===== src/rtl/rv_isa_pkg.sv =====
// RV32I opcode constants, descriptor type codes and loader FSM encoding shared by the
// instruction encoder/loader and the core's control decoder.
package rv_isa_pkg;

    localparam logic [6:0] OP_R       = 7'h33;
    localparam logic [6:0] OP_I_LOGIC = 7'h13;
    localparam logic [6:0] OP_I_LOAD  = 7'h03;
    localparam logic [6:0] OP_S       = 7'h23;
    localparam logic [6:0] OP_U       = 7'h37;
    localparam logic [6:0] OP_B       = 7'h63;
    localparam logic [6:0] OP_JAL     = 7'h6F;
    localparam logic [6:0] OP_JALR    = 7'h67;

    typedef enum logic [2:0] {
        DT_R        = 3'd0,
        DT_I_LOGIC  = 3'd1,
        DT_I_LOAD   = 3'd2,
        DT_S_STORE  = 3'd3,
        DT_U_LOAD   = 3'd4,
        DT_B_BRANCH = 3'd5,
        DT_JAL      = 3'd6,
        DT_JALR     = 3'd7
    } desc_type_e;

    typedef enum logic [1:0] {
        ST_IDLE   = 2'd0,
        ST_ACCEPT = 2'd1,
        ST_WRITE  = 2'd2,
        ST_DONE   = 2'd3
    } state_e;

    typedef struct packed {
        desc_type_e  dtype;
        logic [2:0]  funct3;
        logic [6:0]  funct7;
        logic [4:0]  rd;
        logic [4:0]  rs1;
        logic [4:0]  rs2;
        logic [31:0] imm;
    } desc_t;

    // True when v[31:msb] are all copies of v[msb], i.e. v fits in (msb+1)-bit signed.
    function automatic logic is_sext(input logic [31:0] v, input int msb);
        logic ok;
        ok = 1'b1;
        for (int i = msb; i < 32; i++) begin
            if (v[i] != v[msb]) ok = 1'b0;
        end
        return ok;
    endfunction

endpackage


===== src/rtl/instr_field_packer.sv =====
// Combinational descriptor -> RV32I word packer; zero latency, no flow control.
// IMM_CHECK_EN enables the illegal-immediate flag, otherwise immediates are truncated.
module instr_field_packer
    import rv_isa_pkg::*;
(
    input  desc_t       desc_i,
    output logic [31:0] word_o,
    output logic        imm_illegal_o
);

    logic [31:0] imm;
    assign imm = desc_i.imm;

    always_comb begin
        word_o = '0;
        case (desc_i.dtype)
            DT_R:        word_o = {desc_i.funct7, desc_i.rs2, desc_i.rs1, desc_i.funct3,
                                   desc_i.rd, OP_R};
            DT_I_LOGIC:  word_o = {imm[11:0], desc_i.rs1, desc_i.funct3, desc_i.rd, OP_I_LOGIC};
            DT_I_LOAD:   word_o = {imm[11:0], desc_i.rs1, desc_i.funct3, desc_i.rd, OP_I_LOAD};
            DT_S_STORE:  word_o = {imm[11:5], desc_i.rs2, desc_i.rs1, desc_i.funct3,
                                   imm[4:0], OP_S};
            DT_U_LOAD:   word_o = {imm[31:12], desc_i.rd, OP_U};
            DT_B_BRANCH: word_o = {imm[12], imm[10:5], desc_i.rs2, desc_i.rs1, desc_i.funct3,
                                   imm[4:1], imm[11], OP_B};
            DT_JAL:      word_o = {imm[20], imm[10:1], imm[11], imm[19:12], desc_i.rd, OP_JAL};
            // JALR has a single legal funct3, so the descriptor's value is discarded.
            DT_JALR:     word_o = {imm[11:0], desc_i.rs1, 3'b000, desc_i.rd, OP_JALR};
            default:     word_o = '0;
        endcase
    end

`ifdef IMM_CHECK_EN
    always_comb begin
        imm_illegal_o = 1'b0;
        case (desc_i.dtype)
            DT_I_LOGIC, DT_I_LOAD,
            DT_JALR, DT_S_STORE: imm_illegal_o = !is_sext(imm, 11);
            DT_B_BRANCH:         imm_illegal_o = imm[0] || !is_sext(imm, 12);
            DT_JAL:              imm_illegal_o = imm[0] || !is_sext(imm, 20);
            DT_U_LOAD:           imm_illegal_o = |imm[11:0];
            default:             imm_illegal_o = 1'b0;
        endcase
    end
`else
    logic unused_imm_lsb;
    assign unused_imm_lsb = imm[0];
    assign imm_illegal_o  = 1'b0;
`endif

endmodule


===== src/rtl/instr_encoder_loader.sv =====
// Encodes descriptors and writes them to consecutive instruction-memory words; one word per
// two cycles at best, Desc_Ready_o held low while a write awaits Mem_Ack_i. Option: IMM_CHECK_EN.
module instr_encoder_loader
    import rv_isa_pkg::*;
#(
    parameter int unsigned ADDR_WIDTH = 8,
    parameter int unsigned BASE_ADDR  = 0
) (
    input  logic                  clk,
    input  logic                  reset,
    input  logic                  Start_i,
    input  logic                  Desc_Valid_i,
    output logic                  Desc_Ready_o,
    input  logic [2:0]            Desc_Type_i,
    input  logic [2:0]            Funct3_i,
    input  logic [6:0]            Funct7_i,
    input  logic [4:0]            Rd_i,
    input  logic [4:0]            Rs1_i,
    input  logic [4:0]            Rs2_i,
    input  logic [31:0]           Imm_i,
    input  logic                  Last_i,
    output logic                  Mem_Write_o,
    output logic [ADDR_WIDTH-1:0] Mem_Addr_o,
    output logic [31:0]           Mem_Data_o,
    input  logic                  Mem_Ack_i,
    output logic                  Busy_o,
    output logic                  Done_o,
    output logic [ADDR_WIDTH:0]   Count_o,
    output logic                  Error_o
);

    localparam logic [ADDR_WIDTH-1:0] BASE     = ADDR_WIDTH'(BASE_ADDR);
    localparam logic [ADDR_WIDTH:0]   CNT_FULL = {1'b1, {ADDR_WIDTH{1'b0}}};
    localparam logic [ADDR_WIDTH:0]   CNT_ONE  = (ADDR_WIDTH + 1)'(1);

    desc_t       desc;
    logic [31:0] enc_word;
    logic        imm_illegal;

    assign desc = '{dtype: desc_type_e'(Desc_Type_i), funct3: Funct3_i, funct7: Funct7_i,
                    rd: Rd_i, rs1: Rs1_i, rs2: Rs2_i, imm: Imm_i};

    instr_field_packer u_packer (
        .desc_i        (desc),
        .word_o        (enc_word),
        .imm_illegal_o (imm_illegal)
    );

    state_e                state_q, state_d;
    logic [ADDR_WIDTH-1:0] addr_q, addr_d;
    logic [ADDR_WIDTH:0]   cnt_q, cnt_d;
    logic [31:0]           data_q, data_d;
    logic                  last_q, last_d;
    logic                  err_q, err_d;
    logic                  rdy_q, rdy_d;
    logic                  wr_q, wr_d;
    logic                  busy_q, busy_d;
    logic                  done_q, done_d;

    always_comb begin
        state_d = state_q;
        addr_d  = addr_q;
        cnt_d   = cnt_q;
        data_d  = data_q;
        last_d  = last_q;
        err_d   = err_q;
        case (state_q)
            ST_IDLE, ST_DONE: begin
                if (Start_i) begin
                    state_d = ST_ACCEPT;
                    addr_d  = BASE;
                    cnt_d   = '0;
                    err_d   = 1'b0;
                end
            end
            ST_ACCEPT: begin
                if (Desc_Valid_i) begin
                    // A rejected immediate still consumes the descriptor but never reaches memory.
                    if (imm_illegal) begin
                        err_d = 1'b1;
                        if (Last_i) state_d = ST_DONE;
                    end else begin
                        data_d  = enc_word;
                        last_d  = Last_i;
                        state_d = ST_WRITE;
                    end
                end
            end
            ST_WRITE: begin
                if (Mem_Ack_i) begin
                    addr_d  = addr_q + ADDR_WIDTH'(1);
                    cnt_d   = cnt_q + CNT_ONE;
                    state_d = (last_q || cnt_d == CNT_FULL) ? ST_DONE : ST_ACCEPT;
                end
            end
            default: state_d = ST_IDLE;
        endcase
        rdy_d  = (state_d == ST_ACCEPT);
        wr_d   = (state_d == ST_WRITE);
        busy_d = rdy_d || wr_d;
        done_d = (state_d == ST_DONE);
    end

    always_ff @(posedge clk) begin
        if (!reset) begin
            state_q <= ST_IDLE;
            addr_q  <= BASE;
            cnt_q   <= '0;
            data_q  <= '0;
            last_q  <= 1'b0;
            err_q   <= 1'b0;
            rdy_q   <= 1'b0;
            wr_q    <= 1'b0;
            busy_q  <= 1'b0;
            done_q  <= 1'b0;
        end else begin
            state_q <= state_d;
            addr_q  <= addr_d;
            cnt_q   <= cnt_d;
            data_q  <= data_d;
            last_q  <= last_d;
            err_q   <= err_d;
            rdy_q   <= rdy_d;
            wr_q    <= wr_d;
            busy_q  <= busy_d;
            done_q  <= done_d;
        end
    end

    assign Desc_Ready_o = rdy_q;
    assign Mem_Write_o  = wr_q;
    assign Mem_Addr_o   = addr_q;
    assign Mem_Data_o   = data_q;
    assign Busy_o       = busy_q;
    assign Done_o       = done_q;
    assign Count_o      = cnt_q;
    assign Error_o      = err_q;

endmodule

===== config.mk =====
export PLATFORM = sky130hd
export DESIGN_NAME = instr_encoder_loader
export DESIGN_NICKNAME = d
export VERILOG_FILES = /design/src/rtl/rv_isa_pkg.sv /design/src/rtl/instr_field_packer.sv /design/src/rtl/instr_encoder_loader.sv
export SDC_FILE = /design/constraint.sdc
export NUM_CORES = 1
export LEC_CHECK = 0
export CAP_MARGIN = 5
export CORE_UTILIZATION = 46
export DETAILED_ROUTE_END_ITERATION = 10
export GPL_ROUTABILITY_DRIVEN = 0
export GPL_TIMING_DRIVEN = 1
export PLACE_DENSITY_LB_ADDON = 0.3
export SYNTH_ARGS = -nofsm -noshare
export SYNTH_HDL_FRONTEND = slang
export SYNTH_HIERARCHICAL = 1
export SYNTH_SLANG_ARGS = --single-unit

===== constraint.sdc =====
create_clock -name clk -period 2.5 [get_ports clk]
set_input_delay 0.5 -clock clk [delete_from_list [all_inputs] [get_ports clk]]
set_output_delay 0.5 -clock clk [all_outputs]
set_load 0.1 [all_outputs]

Word-level counts from Yosys, hierarchy flattened
Cells that the tools add are included.

$add $sub $neg: 2. Reduce and logical (&&, ||, !) cells: 8. Equal/unequal tests: 16. Multiplexer cells: 12.

Operators by type and width (number): 32-bit case mux with 8 select lines (1); 9-bit 2-to-1 mux (2); 9-bit case mux with 2 select lines (1); 8-bit 2-to-1 mux (2); 8-bit case mux with 2 select lines (1); 3-bit equality test (second input constant) (4); 9-bit by 1-bit adder with 9-bit output (second input constant) (1); 9-bit equality test (second input constant) (1); 8-bit by 1-bit adder with 8-bit output (second input constant) (1); 2-bit equality test (second input constant) (4); 2-bit 2-to-1 mux (4); 3-bit by 2-bit equality test with 1-bit output (second input constant) (2); 2-bit case mux with 3 select lines (1); 2-bit by 1-bit equality test with 1-bit output (second input constant) (2); 2-bit inequality test (second input constant) (2); 3-bit by 1-bit equality test with 1-bit output (second input constant) (1); 3-bit logical NOT (1); 3-bit AND reduction (1); 2-bit logical NOT (1); 1-bit logical OR (2); 2-bit AND reduction (1); 2-bit nonzero test (1); 2-bit OR reduction (1).

Bits in registers: 56.

Longest topological paths before layout
Gate-level depths: netlist (run 1).

Depth in word-level cells: 8. Depth in mapped cells: 9. Gate-level depth less buffers: 8.

Hierarchy
Netlist (run 1), hierarchy kept.

By module, submodules not included: instr_encoder_loader (instances 1, cells each 309, seq. area each 1141.1 µm², area each 2558.7 µm²); instr_field_packer (instances 1, cells each 97, seq. area each 0.0 µm², area each 834.6 µm²).

Least setup slack after synthesis (run 1)
Ideal clock, no wire load.

Path kind: reg-to-reg. Start point: reg cnt_q[1], in the netlist Count_o[1]. End point: reg rdy_q, in the netlist Desc_Ready_o. Setup slack: -0.217 ns. Clock period less this slack: 2.717 ns. Arrival: 2.602 ns. Stages on the path, launching flop included: 9. Setup time: 0.115 ns. Cells stage by stage: dfxtp_1 ha_1 buf_2 and2b_2 a21oi_1 o41ai_1 a41oi_1 ha_1 and2_1.

Longest elaborated chain between the ends: 7.

RTL lines: from (decl) (RTL line instr_encoder_loader.sv:51) `logic [ADDR_WIDTH:0] cnt_q, cnt_d;`; from (signal assigned) (RTL line instr_encoder_loader.sv:119) `cnt_q <= cnt_d;`; 9-bit by 1-bit adder with 9-bit output (RTL line instr_encoder_loader.sv:92) `cnt_d = cnt_q + CNT_ONE;`; 9-bit equality test (RTL line instr_encoder_loader.sv:93) `state_d = (last_q || cnt_d == CNT_FULL) ? ST_DONE : ST_ACCEPT;`; 1-bit logical OR (RTL line instr_encoder_loader.sv:93); 2-bit 2-to-1 mux (RTL line instr_encoder_loader.sv:93); 2-bit 2-to-1 mux (RTL line instr_encoder_loader.sv:90) `if (Mem_Ack_i) begin`; 2-bit case mux with 3 select lines (RTL line instr_encoder_loader.sv:67) `case (state_q)`; 2-bit by 1-bit equality test with 1-bit output (RTL line instr_encoder_loader.sv:98) `rdy_d = (state_d == ST_ACCEPT);`; named net rdy_d (RTL line instr_encoder_loader.sv:55) `logic rdy_q, rdy_d;`; to (signal assigned) (RTL line instr_encoder_loader.sv:123) `rdy_q <= rdy_d;`; to (decl) (RTL line instr_encoder_loader.sv:55).

The timed path passes the listed nets, and every way through them passes these cells. A chain may end at the register's enable or synchronous reset.

Final worst setup path (run 1)
Start point: reg cnt_q[0], in the netlist Count_o[0]. End point: reg busy_q, in the netlist Busy_o.

Longest elaborated chain between the ends: 8. Elaborated cells between the ends (all ways): 9. Classes of those cells: add/sub: 1; eq/ne: 3; mux: 3; reduce/logical: 2.

RTL lines: 9-bit by 1-bit adder with 9-bit output * (RTL line instr_encoder_loader.sv:92); 9-bit equality test * (RTL line instr_encoder_loader.sv:93); 1-bit logical OR * (RTL line instr_encoder_loader.sv:93); 2-bit 2-to-1 mux * (RTL line instr_encoder_loader.sv:93); 2-bit 2-to-1 mux * (RTL line instr_encoder_loader.sv:90); 2-bit case mux with 3 select lines * (RTL line instr_encoder_loader.sv:67); 2-bit by 1-bit equality test with 1-bit output / 2-bit equality test (equally long branches) (RTL line instr_encoder_loader.sv:98, instr_encoder_loader.sv:99); 1-bit logical OR * (RTL line instr_encoder_loader.sv:100) `busy_d = rdy_d || wr_d;`; to (signal assigned) (RTL line instr_encoder_loader.sv:125) `busy_q <= busy_d;`; to (decl) (RTL line instr_encoder_loader.sv:57) `logic busy_q, busy_d;`.

Mark *: on every way between the ends. The rest lies on a longest branch, timed or not.

==> results of run 1 <==
-- layout make-up --
cell class                 count  area (um^2)
clock buffer                  12        155.1
clock inverter                 4        98.84
fill                         566         2215
inverter                      10        40.04
multi-input combinational    311         2006
sequential                    57         1144
tap                           96        120.1
timing repair buffer         132         1166
-- synth_stat cells, drive strengths merged, types with 2 or more instances --
| library cell | count |
|---|---|
| conb | 2 |
| o221a | 3 |
| nor4 | 2 |
| xor2 | 2 |
| clkbuf | 9 |
| o221ai | 2 |
| a22oi | 2 |
| nand4 | 4 |
| nand2 | 82 |
| mux2i | 16 |
| dfxtp | 57 |
| nand3 | 9 |
| nor2b | 7 |
| nor3 | 3 |
| o22ai | 4 |
| nand2b | 8 |
| ha | 8 |
| and3 | 3 |
| a211oi | 2 |
| buf | 20 |
| mux2 | 18 |
| a21oi | 56 |
| inv | 9 |
| nor2 | 21 |
| or2 | 2 |
| nor3b | 2 |
| and2 | 9 |
| xnor2 | 4 |
| or3 | 6 |
| o211ai | 2 |
| o21ai | 10 |
| a22o | 3 |
| a31oi | 2 |
-- logic make-up (layout without fill, tap and decap cells) --
kind of cell    after synthesis  count (layout)  synth area share
other cells                   2               3          0.002213
buf+inv                      39             158           0.07375
xor+xnor                      6               6           0.01770
mux                          34              34            0.1195
fa+ha+maj                     8               8           0.02950
simple gates                162             162            0.2393
compound gates               98              98            0.1818
flops                        57              57            0.3363
-- metal layers --
metal  routed length (um)  GRT usage  vias up
met2                 4223     0.4010      104
li1                     -          -     1643
met4                  179     0.1073        0
met1                 3798     0.2959     1534
met3                  543    0.04618       15
met5                    0          0        -
-- report_power, final --
group          switching [mW]  internal, mW
clock                   0.376         0.719
combinational           0.395         0.255
sequential             0.0155         0.938
-- state kept, by name, indices dropped and copies added, names as in the netlist --
register / cells
last_q: 1
Desc_Ready_o: 1
Error_o: 1
Busy_o: 1
Mem_Addr_o: 8
Count_o: 9
Mem_Write_o: 1
Mem_Data_o: 32
Done_o: 1
state_q: 2
-- worst register-to-register path, delay by kind of cell (launching register included) --
family / cells / cell delay [ns]
AO/OA/AOI/OAI: 3 / 0.73
adder cells (fa/ha/maj): 2 / 0.67
flip-flops: 1 / 0.40
AND/OR/NAND/NOR: 2 / 0.31
-- final timing paths --
kind	endpoint	slack (ns)	startpoint	cells after the start
hold / removal	Mem_Data_o[8]$_SDFFE_PN0P_	0.45	Mem_Data_o[8]$_SDFFE_PN0P_	2
setup reg to reg	Busy_o$_SDFF_PN0_	0.33	Count_o[0]$_SDFFE_PN0P_	7
setup / recovery	Busy_o$_SDFF_PN0_	0.33	Count_o[0]$_SDFFE_PN0P_	7
hold reg to reg	Mem_Data_o[8]$_SDFFE_PN0P_	0.45	Mem_Data_o[8]$_SDFFE_PN0P_	2
==> results.md, run 1 <==
- Status: finished, final reports clean
- Final period util: 0.8691
- Drt wl/cell: around 14 um
- TritonCTS Buffers: 9
- DP HPWL: 6534 um
- Critical-path cell list: ha_1 -> and2b_2 -> a21oi_1 -> o41ai_1 -> a41oi_1 -> ha_1 -> nor2_1
- Clock slew at reported path FFs: 0.07 ns
- Gr usage total: 0.2386
- Initial DRC count: 98
- Peak VDD IR: 0.2998 mV
- Final setup violation count: 0
- Synth Flop Type: dfxtp_1
- Worst Setup Path Type: register to register
- Slew @ Worst Pin: 0.5387 ns
- Final setup TNS: 0 ns
- Fin nets: 595
- Mapped Cells: 406
- CTS tree: built
- Place WS: 0.1866 ns
- CP arrival: 2.44 ns
- Initial antenna violation count: 0
- Required @ worst endpoint: 2.77 ns
- FF+latch count, synth: 57
- Die Wd: 87.89 um
- Hold_buf cts: 0
- Number of max-cap violations: 0
- Clk_lat worst skew: 0.33 ns
- CP top delay family: compound AO/OA/AOI/OAI gates
- Slew Viols, Final: 0
- Post-route DRC: 0
- Layout cells sized above 1: 0.2262
- Worst Path Buf+Inv: 0
- Most frequent cells in the layout: nand2_1, buf_4, clkdlybuf4s50_1
- Routed Antenna Nets: 0
- Vias in the first global route: 3,039
- Sequential area share after synthesis: 0.3363
- Final instance area: 4730 um^2
- Slew HR: 0.6362
- Via Count: 3,296
- Crit. End Element: register
- RSZ-0062 raised after global routing: false
- Peak Freq: roughly 0.46 GHz
- Final hold violation count: 0
- Total iterations of the first detailed-routing run: 4
- CTS sink cnt: 57
- Number of vias per cell: 5.299
- Area after DPL: 4476 um^2
- Max stage delay cell, worst path: o41ai_1
- Die Y: 87.89 um
- Synthesized area: roughly 3400 um^2
- Row Count: 30
- Diode count: 0
- Hold Crit Class: register to register
- Netlist cell types: 68
- Max clock buf depth: 2
- Tot Pwr: between 2 and 3 mW
- IO Pins: between 100 and 150
- Die ar.: 7724 um^2
- Fin worst setup slack: 0.3272 ns
- Setup bufs post-CTS: 0
- Cell mode on critical path: ha_1
- Dominant cell type by area after synthesis: dfxtp_1
- Final Util: 0.6811
- First-pass GRT wire length: roughly 14,000 um
- Root Buffer: clkbuf_8
- Hold slack: 0.4547 ns
- Crit start category: register
- Commonest non-fill, non-tap cell in the layout: nand2_1
- Non-filler instance count after layout: just over 600
- Placed Instances: 606
- EDFF count, synth: 0
- Port Buffer Count: 119
- H-tree levels: 3
- Avg Cell Area, Syn: 8.358 um^2
- Lkg Pwr: approximately 1.9 nW
- Congestion Overflow GR: 0
- # resized after CTS: 0
- PD cells: 570.4 nW/um^2
- CP peak stage delay: 0.47 ns
- Largest net degree at the start of global routing: 23
- Async SR Flop Fraction: 0
- Synth area leaders: dfxtp_1, nand2_1, a21oi_1, mux2i_1, mux2_4
- Core Region: 6944 um^2
- Starting Density: 0.4886
- Area delta synth->final: 39.38%
- Routed wire length: 8744 um
- Worst-path maximum fanout: 9
- Share of the synthesized area in the top cell type: 0.3363
- Clock skew: 0.009773 ns
- Ys Warns: 6
- Post-layout min period: 2.173 ns
No activity file was read; power rests on OpenSTA's default activity.
==> run 2, diff against run 1 <==
ABC_CLOCK_PERIOD_IN_PS = 2500   (was not set)
CELL_PAD_IN_SITES_DETAIL_PLACEMENT = 1   (was not set)
CELL_PAD_IN_SITES_GLOBAL_PLACEMENT = 1   (was not set)
CORE_UTILIZATION = 31   (was 46)
SYNTH_HIERARCHICAL = not set   (was 1)
==> run 2 against run 1 <==
Compared with the run above: clock power decreased by 42%; sequential power increased by 0.5%; clock-buffer cell count decreased by 7; combinational power increased by 33%; via count decreased by 11%; register-to-register slack got worse by 0.06 ns; critical path type unchanged; critical endpoint is now Desc_Ready_o$_SDFF_PN0_; largest cell class unchanged.
==> results.md, run 2 <==
- Ys Warns: 0
- Routed wire length: 9112 um
- Fin nets: 522
- RSZ-0062 raised after global routing: false
- Die Wd: 98.94 um
- Dominant cell type by area after synthesis: dfxtp_1
- Congestion Overflow GR: 0
- Comb power frac: 0.352
- Slew @ Worst Pin: 0.4884 ns
- Die ar.: 9788 um^2
- Final setup violation count: 0
- Netlist cell types: 53
- Worst-path maximum fanout: 10
- Hold Crit Class: register to register
- EDFF count, synth: 0
- Status: finished, final reports clean
- CP arrival: 2.46 ns
- Initial DRC count: 85
- Synth Flop Type: dfxtp_1
- Slew Viols, Final: 0
- Async SR Flop Fraction: 0
- Required @ worst endpoint: 2.72 ns
- Synth cell count leaders: dfxtp_1, nand2_1, a21oi_1
- Layout cells sized above 1: 0.1938
- Reg power frac: 0.391
- Hold_buf cts: 0
- Fin worst setup slack: 0.2633 ns
- CTS sink cnt: 55
- Sw Pwr: 947.4 uW
- Switching share of power: 0.3871
- FF+latch count, synth: 55
- Core Region: approximately 9200 um^2
- Final hold violation count: 0
- Root Buffer: clkbuf_8
- Tot Pwr: 2.448 mW
- PD cells: 579.8 nW/um^2
- Gr usage total: 0.1887
- Die Y: 98.94 um
- Final period util: 0.8947
- Row Count: 35
- Crit. End Element: register
- CTS tree: built
- Syn nets: around 410
- Avg Cell Area, Syn: 8.695 um^2
- DP HPWL: 6987 um
- First-pass GRT wire length: 14,840 um
- Sequential area share after synthesis: 0.3780
- Largest register FFs: 31
- Number of max-cap violations: 0
- Share of the synthesized area in the top cell type: 0.3780
- Synthesized area: 2913 um^2
- Largest net degree at the start of global routing: 32
- # resized after CTS: 0
- Clock skew: 0.005669 ns
- P_int: 1.500 mW
- Final Util: 0.4612
- Vias in the first global route: 3,070
- Via Count: 2,944
- Slew HR: 0.6651
- Max clock buf depth: 2
- Peak VDD IR: 0.3123 mV
- Clock power frac: 0.257
- Starting Density: 0.3183
- Most frequent cell after synthesis: dfxtp_1
- Crit start category: register
- TritonCTS Buffers: 5
- Area after DPL: 4105 um^2
- Routed Antenna Nets: 0
- Number of vias per cell: approximately 5.3
- R2r setup slk: 0.26 ns
- Setup bufs post-CTS: 0
- Post-layout min period: 2.237 ns
- Clk_lat worst skew: 0.31 ns
- Mapped Cells: 335
- Lkg Pwr: between 1.5 and 2 nW
- Clock slew at reported path FFs: approximately 0.11 ns
- Total iterations of the first detailed-routing run: 4
- Peak Freq: 0.4471 GHz
- Final setup TNS: 0 ns
- Synth area leaders: dfxtp_1, nand2_1, mux2i_1, o211a_1, ha_1
- Most frequent cells in the layout: clkdlybuf4s50_1, buf_4, dfxtp_1
- Worst Setup Path Type: register to register
- Port Buffer Count: 118
- Area delta synth->final: 44.93%
- IO Pins: 120
- Diode count: 0
- Post-route DRC: 0
- Drt wl/cell: 16.27 um
- Place WS: 0.04701 ns
- H-tree levels: 2
- Final instance area: 4222 um^2
- Initial antenna violation count: 0
- Commonest non-fill, non-tap cell in the layout: clkdlybuf4s50_1
run 2: cell types whose count changed after synthesis, moves of 6 or more:
cell	previous run	this run
mux2_4	8	0
nand2_1	81	33
nor2_1	20	14
a21oi_1	56	17
a21boi_1	0	11
clkbuf_1	8	14
a22oi_1	2	12
o211a_1	0	11
buf_6	8	0
run 2: path summary, 6_finish.rpt:
| check | startpoint | endpoint | cells past startpoint |
|---|---|---|---|
| worst max-delay path | Count_o[0]$_SDFFE_PN0P_ | Desc_Ready_o$_SDFF_PN0_ | 8 |
| worst min-delay path | Mem_Data_o[31]$_SDFFE_PN0P_ | Mem_Data_o[31]$_SDFFE_PN0P_ | 2 |
| worst max register to register | Count_o[0]$_SDFFE_PN0P_ | Desc_Ready_o$_SDFF_PN0_ | 8 |
| worst min register to register | Mem_Data_o[31]$_SDFFE_PN0P_ | Mem_Data_o[31]$_SDFFE_PN0P_ | 2 |
run 2: per-layer routing:
metal / track usage / wire length [um] / vias to the layer above
met5: 0 / 0 / -
met1: 0.2339 / 4146 / 1417
met3: 0.04113 / 525 / 7
met2: 0.3297 / 4355 / 79
li1: - / - / 1441
met4: 0.04937 / 85 / 0
run 2: power groups by stage:
stage | clock [mW] | combinational (mW) | sequential (mW)
CTS | 0.660 | 0.867 | 0.958
detailed placement | 0 | 0.865 | 0.976
finish | 0.628 | 0.862 | 0.958
global route | 0.694 | 0.910 | 0.964
floorplan | 0 | 0.247 | 1.32
global placement | 0 | 0.853 | 0.975
run 2: metrics by stage:
step | instances | hold WS, ns
global placement | 552 | 0.4474
floorplan | 335 | 0.4431
detailed placement | 552 | 0.4731
global route | 560 | 0.5100
finish | 560 | 0.4842
CTS | 560 | 0.4900
run 2: area by class of cell:
class / count / area (um^2)
fillers: 1106 / 4931
multi-input cells: 246 / 1668
repair buffers: 129 / 1144
flip-flops and latches: 55 / 1114
well taps: 111 / 138.9
clock buffers: 5 / 68.82
clock inverters: 3 / 47.55
inverters: 11 / 41.29
run 2: cell families (layout without fill, tap and decap cells):
group / after synthesis / after routing / share of synthesized area
and+or+nand+nor: 114 / 114 / 0.2105
AOI/OAI and AO/OA: 103 / 103 / 0.2607
DFF: 55 / 55 / 0.3780
buffers and inverters: 34 / 148 / 0.04940
muxes: 12 / 12 / 0.04167
adders and majority gates: 8 / 8 / 0.03437
xor gates and xnor gates: 8 / 8 / 0.02406
other: 1 / 1 / 0.001287
run 2: worst max-delay path: stages, from the launching register on:
cell	delay, ns
dfxtp_4	0.40
ha_1	0.28
or2_0	0.24
a211oi_2	0.24
o2111ai_1	0.19
o31ai_2	0.38
inv_1	0.09
ha_1	0.19
and2_1	0.15
